### config.mk
export PLATFORM = sky130hd
export DESIGN_NAME = data_sram_ctrl_flat
export DESIGN_NICKNAME = d
export VERILOG_FILES = /design/src/rtl/data_sram_ctrl_pkg.sv /design/src/rtl/data_sram_ctrl_if.sv /design/src/rtl/data_sram_ctrl_wait_counter.sv /design/src/rtl/data_sram_ctrl.sv /design/src/flat_wrapper.sv
export SDC_FILE = /design/constraint.sdc
export NUM_CORES = 1
export LEC_CHECK = 0
export ABC_AREA = 1
export CORE_MARGIN = 4
export CORE_UTILIZATION = 39
export CTS_CLUSTER_SIZE = 40
export DETAILED_ROUTE_END_ITERATION = 8
export PLACE_DENSITY = 0.8
export SYNTH_ARGS = -nofsm -noshare
export SYNTH_HDL_FRONTEND = slang
export SYNTH_SLANG_ARGS = --single-unit
### constraint.sdc
create_clock -name clk -period 1.8 [get_ports clk]
set_input_delay 0.18 -clock clk [delete_from_list [all_inputs] [get_ports clk]]
set_output_delay 0.18 -clock clk [all_outputs]
set_load 0.01 [all_outputs]
### src/rtl/data_sram_ctrl_pkg.sv
`default_nettype none
// =============================================================================
// Module   : data_sram_ctrl_pkg
// Brief    : Shared state encodings and strobe levels for the data SRAM port.
// Revision : 1.0
// =============================================================================
package data_sram_ctrl_pkg;

    localparam logic [2:0] SramIdle   = 3'd0;
    localparam logic [2:0] SramRead   = 3'd1;
    localparam logic [2:0] SramWsetup = 3'd2;
    localparam logic [2:0] SramWpulse = 3'd3;
    localparam logic [2:0] SramWhold  = 3'd4;
    localparam logic [2:0] SramDone   = 3'd5;

    localparam logic ChipEnable   = 1'b0;
    localparam logic ChipDisable  = 1'b1;
    localparam logic WriteEnable  = 1'b0;
    localparam logic WriteDisable = 1'b1;
    localparam logic RstEnableN   = 1'b0;

    function automatic logic is_busy(input logic [2:0] st);
        return st inside {SramRead, SramWsetup, SramWpulse, SramWhold};
    endfunction

    function automatic logic is_write(input logic [2:0] st);
        return st inside {SramWsetup, SramWpulse, SramWhold};
    endfunction

endpackage
`default_nettype wire

### src/rtl/data_sram_ctrl_if.sv
`default_nettype none
// =============================================================================
// Module   : data_sram_ctrl_if
// Brief    : Memory-stage data request bus between pipeline and SRAM controller.
// Revision : 1.0
// =============================================================================
interface data_sram_ctrl_if;
    logic        mem_ce_i;
    logic        mem_we_i;
    logic [3:0]  mem_sel_i;
    logic [31:0] mem_addr_i;
    logic [31:0] mem_data_i;
    logic        hold_i;
    logic [31:0] mem_data_o;
    logic        stallreq_o;

    modport master (
        output mem_ce_i, mem_we_i, mem_sel_i, mem_addr_i, mem_data_i, hold_i,
        input  mem_data_o, stallreq_o
    );

    modport slave (
        input  mem_ce_i, mem_we_i, mem_sel_i, mem_addr_i, mem_data_i, hold_i,
        output mem_data_o, stallreq_o
    );
endinterface
`default_nettype wire

### src/rtl/data_sram_ctrl_wait_counter.sv
`default_nettype none
// =============================================================================
// Module   : sram_wait_counter
// Brief    : Loadable wait counter with a terminal flag for timed SRAM states.
// Revision : 1.0
// =============================================================================
module sram_wait_counter
    import data_sram_ctrl_pkg::*;
#(
    parameter int WIDTH = 2
) (
    input  wire logic             clk,
    input  wire logic             rst,
    input  wire logic             load,
    input  wire logic             en,
    input  wire logic [WIDTH-1:0] last,
    output logic                  term
);
    logic [WIDTH-1:0] cnt;

    always_ff @(posedge clk) begin
        if (rst == RstEnableN) begin
            cnt <= '0;
        end else if (load) begin
            cnt <= '0;
        end else if (en) begin
            cnt <= cnt + WIDTH'(1);
        end
    end

    assign term = en && (cnt == last);
endmodule
`default_nettype wire

### src/rtl/data_sram_ctrl.sv
`default_nettype none
// =============================================================================
// Module   : data_sram_ctrl
// Brief    : Multi-cycle responder for the memory-stage data port on async SRAM.
// Revision : 1.0
// =============================================================================
module data_sram_ctrl
    import data_sram_ctrl_pkg::*;
#(
    parameter int ADDR_W      = 20,
    parameter int READ_WAIT   = 2,
    parameter int WRITE_PULSE = 2
) (
    input  wire logic              clk,
    input  wire logic              rst,
    data_sram_ctrl_if.slave        mem,
    output logic [ADDR_W-1:0]      ram_addr_o,
    output logic [31:0]            ram_data_o,
    output logic                   ram_data_oe_o,
    input  wire logic [31:0]       ram_data_i,
    output logic                   ram_ce_n_o,
    output logic                   ram_oe_n_o,
    output logic                   ram_we_n_o,
    output logic [3:0]             ram_be_n_o
);
    localparam int MaxWait = (READ_WAIT > WRITE_PULSE) ? READ_WAIT : WRITE_PULSE;
    localparam int CntW    = $clog2(MaxWait) + 1;

    logic [2:0]      state;
    logic [2:0]      state_nx;
    logic [3:0]      sel_q;
    logic [3:0]      sel_nx;
    logic [31:0]     rdata_q;
    logic            accept;
    logic            cnt_load;
    logic            cnt_term;
    logic [CntW-1:0] cnt_last;
    logic            unused_addr_bits;

    assign unused_addr_bits = ^{mem.mem_addr_i[31:ADDR_W+2], mem.mem_addr_i[1:0]};

    assign accept   = (state == SramIdle) && mem.mem_ce_i;
    assign sel_nx   = accept ? mem.mem_sel_i : sel_q;
    assign cnt_load = !((state == SramRead) || (state == SramWpulse));
    assign cnt_last = (state == SramRead) ? CntW'(READ_WAIT - 1) : CntW'(WRITE_PULSE - 1);

    sram_wait_counter #(
        .WIDTH (CntW)
    ) u_wait (
        .clk  (clk),
        .rst  (rst),
        .load (cnt_load),
        .en   (!cnt_load),
        .last (cnt_last),
        .term (cnt_term)
    );

    always_comb begin
        state_nx = state;
        case (state)
            SramIdle: begin
                if (mem.mem_ce_i) begin
                    if (!mem.mem_we_i)            state_nx = SramRead;
                    else if (mem.mem_sel_i != '0) state_nx = SramWsetup;
                    else                          state_nx = SramDone;
                end
            end
            SramRead:   if (cnt_term) state_nx = SramDone;
            SramWsetup: state_nx = SramWpulse;
            SramWpulse: if (cnt_term) state_nx = SramWhold;
            SramWhold:  state_nx = SramDone;
            SramDone:   if (!mem.hold_i) state_nx = SramIdle;
            default:    state_nx = SramIdle;
        endcase
    end

    // Strobes are registered from the next state so the SRAM pins never glitch.
    always_ff @(posedge clk) begin
        if (rst == RstEnableN) begin
            state         <= SramIdle;
            sel_q         <= '0;
            rdata_q       <= '0;
            ram_addr_o    <= '0;
            ram_data_o    <= '0;
            ram_data_oe_o <= 1'b0;
            ram_ce_n_o    <= ChipDisable;
            ram_oe_n_o    <= 1'b1;
            ram_we_n_o    <= WriteDisable;
            ram_be_n_o    <= 4'b1111;
        end else begin
            state <= state_nx;
            if (accept) begin
                sel_q      <= mem.mem_sel_i;
                ram_addr_o <= mem.mem_addr_i[ADDR_W+1:2];
                ram_data_o <= mem.mem_data_i;
            end
            if ((state == SramRead) && cnt_term) begin
                rdata_q <= ram_data_i;
            end
            ram_ce_n_o    <= is_busy(state_nx) ? ChipEnable : ChipDisable;
            ram_oe_n_o    <= (state_nx == SramRead) ? 1'b0 : 1'b1;
            ram_we_n_o    <= (state_nx == SramWpulse) ? WriteEnable : WriteDisable;
            ram_data_oe_o <= is_write(state_nx);
            if (state_nx == SramRead)     ram_be_n_o <= 4'b0000;
            else if (is_write(state_nx))  ram_be_n_o <= ~sel_nx;
            else                          ram_be_n_o <= 4'b1111;
        end
    end

    assign mem.mem_data_o = rdata_q;
    assign mem.stallreq_o = accept || is_busy(state);
endmodule
`default_nettype wire

### src/flat_wrapper.sv
// flat-port wrapper written by rule: the top's interface ports become plain ports
module data_sram_ctrl_flat import data_sram_ctrl_pkg::*;
#(
    parameter int ADDR_W      = 20,
    parameter int READ_WAIT   = 2,
    parameter int WRITE_PULSE = 2
)
  (clk, rst, ram_addr_o, ram_data_o, ram_data_oe_o, ram_data_i, ram_ce_n_o, ram_oe_n_o, ram_we_n_o, ram_be_n_o, mem_mem_ce_i, mem_mem_we_i, mem_mem_sel_i, mem_mem_addr_i, mem_mem_data_i, mem_hold_i, mem_mem_data_o, mem_stallreq_o);
  data_sram_ctrl_if mem_i ();
  input  wire logic clk;
  input  wire logic rst;
  output logic [ADDR_W-1:0] ram_addr_o;
  output logic [31:0] ram_data_o;
  output logic ram_data_oe_o;
  input  wire logic [31:0] ram_data_i;
  output logic ram_ce_n_o;
  output logic ram_oe_n_o;
  output logic ram_we_n_o;
  output logic [3:0] ram_be_n_o;
  input wire logic [$bits(mem_i.mem_ce_i)-1:0] mem_mem_ce_i;
  input wire logic [$bits(mem_i.mem_we_i)-1:0] mem_mem_we_i;
  input wire logic [$bits(mem_i.mem_sel_i)-1:0] mem_mem_sel_i;
  input wire logic [$bits(mem_i.mem_addr_i)-1:0] mem_mem_addr_i;
  input wire logic [$bits(mem_i.mem_data_i)-1:0] mem_mem_data_i;
  input wire logic [$bits(mem_i.hold_i)-1:0] mem_hold_i;
  output wire logic [$bits(mem_i.mem_data_o)-1:0] mem_mem_data_o;
  output wire logic [$bits(mem_i.stallreq_o)-1:0] mem_stallreq_o;
  assign mem_i.mem_ce_i = mem_mem_ce_i;
  assign mem_i.mem_we_i = mem_mem_we_i;
  assign mem_i.mem_sel_i = mem_mem_sel_i;
  assign mem_i.mem_addr_i = mem_mem_addr_i;
  assign mem_i.mem_data_i = mem_mem_data_i;
  assign mem_i.hold_i = mem_hold_i;
  assign mem_mem_data_o = mem_i.mem_data_o;
  assign mem_stallreq_o = mem_i.stallreq_o;
  data_sram_ctrl #(.ADDR_W(ADDR_W), .READ_WAIT(READ_WAIT), .WRITE_PULSE(WRITE_PULSE)) u_core (.clk(clk), .rst(rst), .mem(mem_i), .ram_addr_o(ram_addr_o), .ram_data_o(ram_data_o), .ram_data_oe_o(ram_data_oe_o), .ram_data_i(ram_data_i), .ram_ce_n_o(ram_ce_n_o), .ram_oe_n_o(ram_oe_n_o), .ram_we_n_o(ram_we_n_o), .ram_be_n_o(ram_be_n_o));
endmodule
==> flow_metrics.env <==
export IMPL_status="completed"
export IMPL_grt_util_met1_pct=21.4
export IMPL_ys_ff_latch=101
export IMPL_drtPass1Iterations=5
export IMPL_final_nets=749
export IMPL_avgSynthCellArea_sq_um=7.95
export IMPL_cts_tree="yes"
export IMPL_hold_path_startpoint="mem_mem_addr_i[4]"
export IMPL_path_max_fanout=5
export IMPL_max_freq_mhz=590
export IMPL_clockBufferDepth=2
export IMPL_rsz0062_at_grt="false"
export IMPL_core_sq_um=9240
export IMPL_antenna_found_initial=0
export IMPL_cp_top_family="buffers and inverters"
export IMPL_grt_pass1_wl_um=16000
export IMPL_crit_chain="inv_1, nand3_2, inv_1, a211oi_1, inv_1, dlygate4sd2_1"
export IMPL_track_usage_pct=17.7
export IMPL_worstRegToRegCells=6
export IMPL_synthToLayoutAreaGrowth_pct=57.6
export IMPL_fin_cells=777
export IMPL_maxCapViolCount=0
export IMPL_cp_start_kind="register"
export IMPL_fp_dieW_um=105
export IMPL_yosysTopAreaCellShare_pct=54.8
export IMPL_ys_warn_count=0
export IMPL_async_flop_share_pct=0
export IMPL_peakVddDrop_mv=0.448
export IMPL_grt_max_degree=48
export IMPL_io_buffer_count=185
export IMPL_startpoint="u_core.state[1]$_SDFF_PN0_"
export IMPL_dp_hpwl_um=7590
export IMPL_period_needed_ps=1690
export IMPL_power_density_nw_per_um2=841
export IMPL_comb_power_share_pct=21.6
export IMPL_skew_ps=8.61
export IMPL_min_path_cells=3
export IMPL_antennaDiodeCount=0
export IMPL_synth_distinct_cells=23
export IMPL_routed_wl_um=10100
export IMPL_yosysTopAreaCell="dfxtp_1"
export IMPL_ys_top_cells_by_area="dfxtp_1 (55%), nand2_1 (13%), nor2_1 (7.9%)"
export IMPL_first_global_vias=3437
export IMPL_cts_root_buf="clkbuf_8"
export IMPL_clock_sink_count=101
export IMPL_ant_nets=0
export IMPL_cp_depth=6
export IMPL_wl_per_cell_um=13.0
export IMPL_synth_edf_count=0
export IMPL_yosysMostFrequentCell="nand2_1"
export IMPL_grt_busiest_layer="met2"
export IMPL_syn_inst=464
export IMPL_relSlewSlack_pct=65.5
export IMPL_initial_core_util_pct=39.9
export IMPL_vias_per_cell=4.59
export IMPL_dieArea_sq_um=11100
export IMPL_r2r_start="u_core.u_wait.cnt[0]$_SDFF_PN0_"
export IMPL_clkTransAtPathRegs_ps=100
export IMPL_finalSetupViolations=0
export IMPL_intPower_mw=3.56
export IMPL_max_stage_delay_ps=400
export IMPL_syn_area_sq_um=3690
export IMPL_tightest_slew_ps=517
export IMPL_hold_viol_final=0
export IMPL_synth_net_count=570
export IMPL_crit_buf_inv=4
export IMPL_drc_errors=0
export IMPL_path_class="reg2out"
export IMPL_synth_seq_area_share_pct=54.8
export IMPL_required_ps=1620
export IMPL_dp_cells=761
export IMPL_setup_tns_ps=0
export IMPL_die_h_um=105
export IMPL_drive_gt1_share_pct=7.56
export IMPL_seqPwrFrac_pct=50.5
export IMPL_period_share_pct=94.1
export IMPL_routabilityCongestion=0.813
export IMPL_hold_class="in2reg"
export IMPL_slew_violations=0
export IMPL_row_count=35
export IMPL_drtIter0Drc=158
export IMPL_fill_cells=770
export IMPL_grtUsageMet3_pct=6.86
export IMPL_power_leakage_nw=2.33
export IMPL_insertion_delay_ps=340
export IMPL_critical_path_most_common_cell="inv_1"
export IMPL_worstPathArrival_ps=1510
export IMPL_overflow=0
export IMPL_grt_util_met2_pct=29.2
export IMPL_ios=198
export IMPL_vias=3563
export IMPL_power_switching_mw=1.33
export IMPL_numCtsBuffers=9
export IMPL_dominantRegCellSynth="dfxtp_1"
export IMPL_switching_share_pct=27.2
export IMPL_synth_common_cells="nand2_1 (131), dfxtp_1 (101), nor2_1 (78)"
export IMPL_htree_num_levels=3
export IMPL_cp_slowest_cell="dfxtp_2"
export IMPL_endpoint_kind="output port"
export IMPL_post_cts_setup_buffers=0
export IMPL_clkPwrFrac_pct=27.9
## state kept, by name, indices dropped and copies added, names as in the netlist
name,cells
u_core.mem.mem_data_o,32
u_core.ram_addr_o,20
u_core.ram_be_n_o,4
u_core.ram_ce_n_o,1
u_core.ram_data_o,32
u_core.ram_data_oe_o,1
u_core.ram_oe_n_o,1
u_core.ram_we_n_o,1
u_core.sel_q,4
u_core.state,3
u_core.u_wait.cnt,2
## per-stage QoR
| step | power, mW | hold slack [ps] | cell area, sq um | utilization (%) | setup slack (ps) |
|---|---|---|---|---|---|
| 5_1_grt | 5.15 | 360 | 5810 | 62.9 | 6.19 |
| 6_report | 4.88 | 382 | 5810 | 62.9 | 105 |
| 3_5_place_dp | 3.59 | 414 | 5610 | 60.8 | 65.6 |
| 2_1_floorplan | 3.01 | 315 | 3690 | - | 534 |
| 3_3_place_gp | 3.56 | 407 | 5610 | 60.8 | 51.0 |
| 4_1_cts | 4.96 | 362 | 5810 | 62.9 | 75.9 |
## power groups by stage
stage                     Clock, mW  Combinational (mW)  Sequential (mW)
final                          1.36                1.05             2.47
after CTS                      1.42                1.07             2.47
after global routing           1.52                1.15             2.49
after global placement            0                1.05             2.51
after detailed placement          0                1.07             2.52
after floorplan                   0               0.436             2.58
## worst min-delay path, delay by kind of cell
| family | cells | cell delay, ps |
|---|---|---|
| AOI/OAI and AO/OA | 1 | 50 |
| buffers and inverters | 1 | 390 |
| and+or+nand+nor | 1 | 60 |
## cell families after synthesis
logic type | Yosys count | share of synthesized area, %
flip-flops | 101 | 54.8
AND/OR/NAND/NOR | 225 | 24.8
buffers and inverters | 47 | 6.85
AO/OA/AOI/OAI | 90 | 13.2
adder cells (fa/ha/maj) | 1 | 0.339
## per-layer routing
| layer | wire length [um] | vias to the layer above |
|---|---|---|
| li1 | - | 1819 |
| met1 | 4300 | 1586 |
| met2 | 4600 | 154 |
| met3 | 1140 | 4 |
| met4 | 78 | 0 |
| met5 | 0 | - |
## placed cells by master (no fill, tap or decap)
cell type and instances:
a21oi_4 3, nor2_1 78, a211oi_1 1, clkdlybuf4s50_1 184, nand3_4 1, nand2_2 3
nand2_1 131, nand3_2 2, nand3_1 4, clkinvlp_4 1, clkinv_4 2, clkbuf_8 11
buf_4 10, buf_12 1, nor2_2 1, a21oi_1 54, ha_1 1, inv_2 6
o21ai_1 5, o21ai_0 27, dfxtp_1 98, nand4_1 2, inv_6 2, inv_1 13
dfxtp_2 3, nor2_4 3, dlygate4sd2_1 1
## final timing paths
path / endpoint / slack (ps)
min: u_core.ram_addr_o[2]$_SDFFE_PN0P_ / 380
min reg2reg: u_core.u_wait.cnt[0]$_SDFF_PN0_ / 420
max: mem_stallreq_o / 110
max reg2reg: u_core.mem.mem_data_o[14]$_SDFFE_PN0P_ / 180
## layout make-up
cell class,instances,area [sq um],area share (%)
flip-flops and latches,101,2030,34.9
clock buffers,11,151,2.61
repair buffers,196,1950,33.5
clock inverters,5,42.5,0.732
well taps,129,161,2.78
inverters,19,71.3,1.23
multi-input cells,316,1410,24.3
## what timing repair did
item | CTS | global route
hold endpoints to repair | 0 | 0
gates resized for setup | 4 | 0
hold buffers | 0 | 0
endpoints found under the setup margin | 1 | 0
No activity file was read; power rests on OpenSTA's default activity.
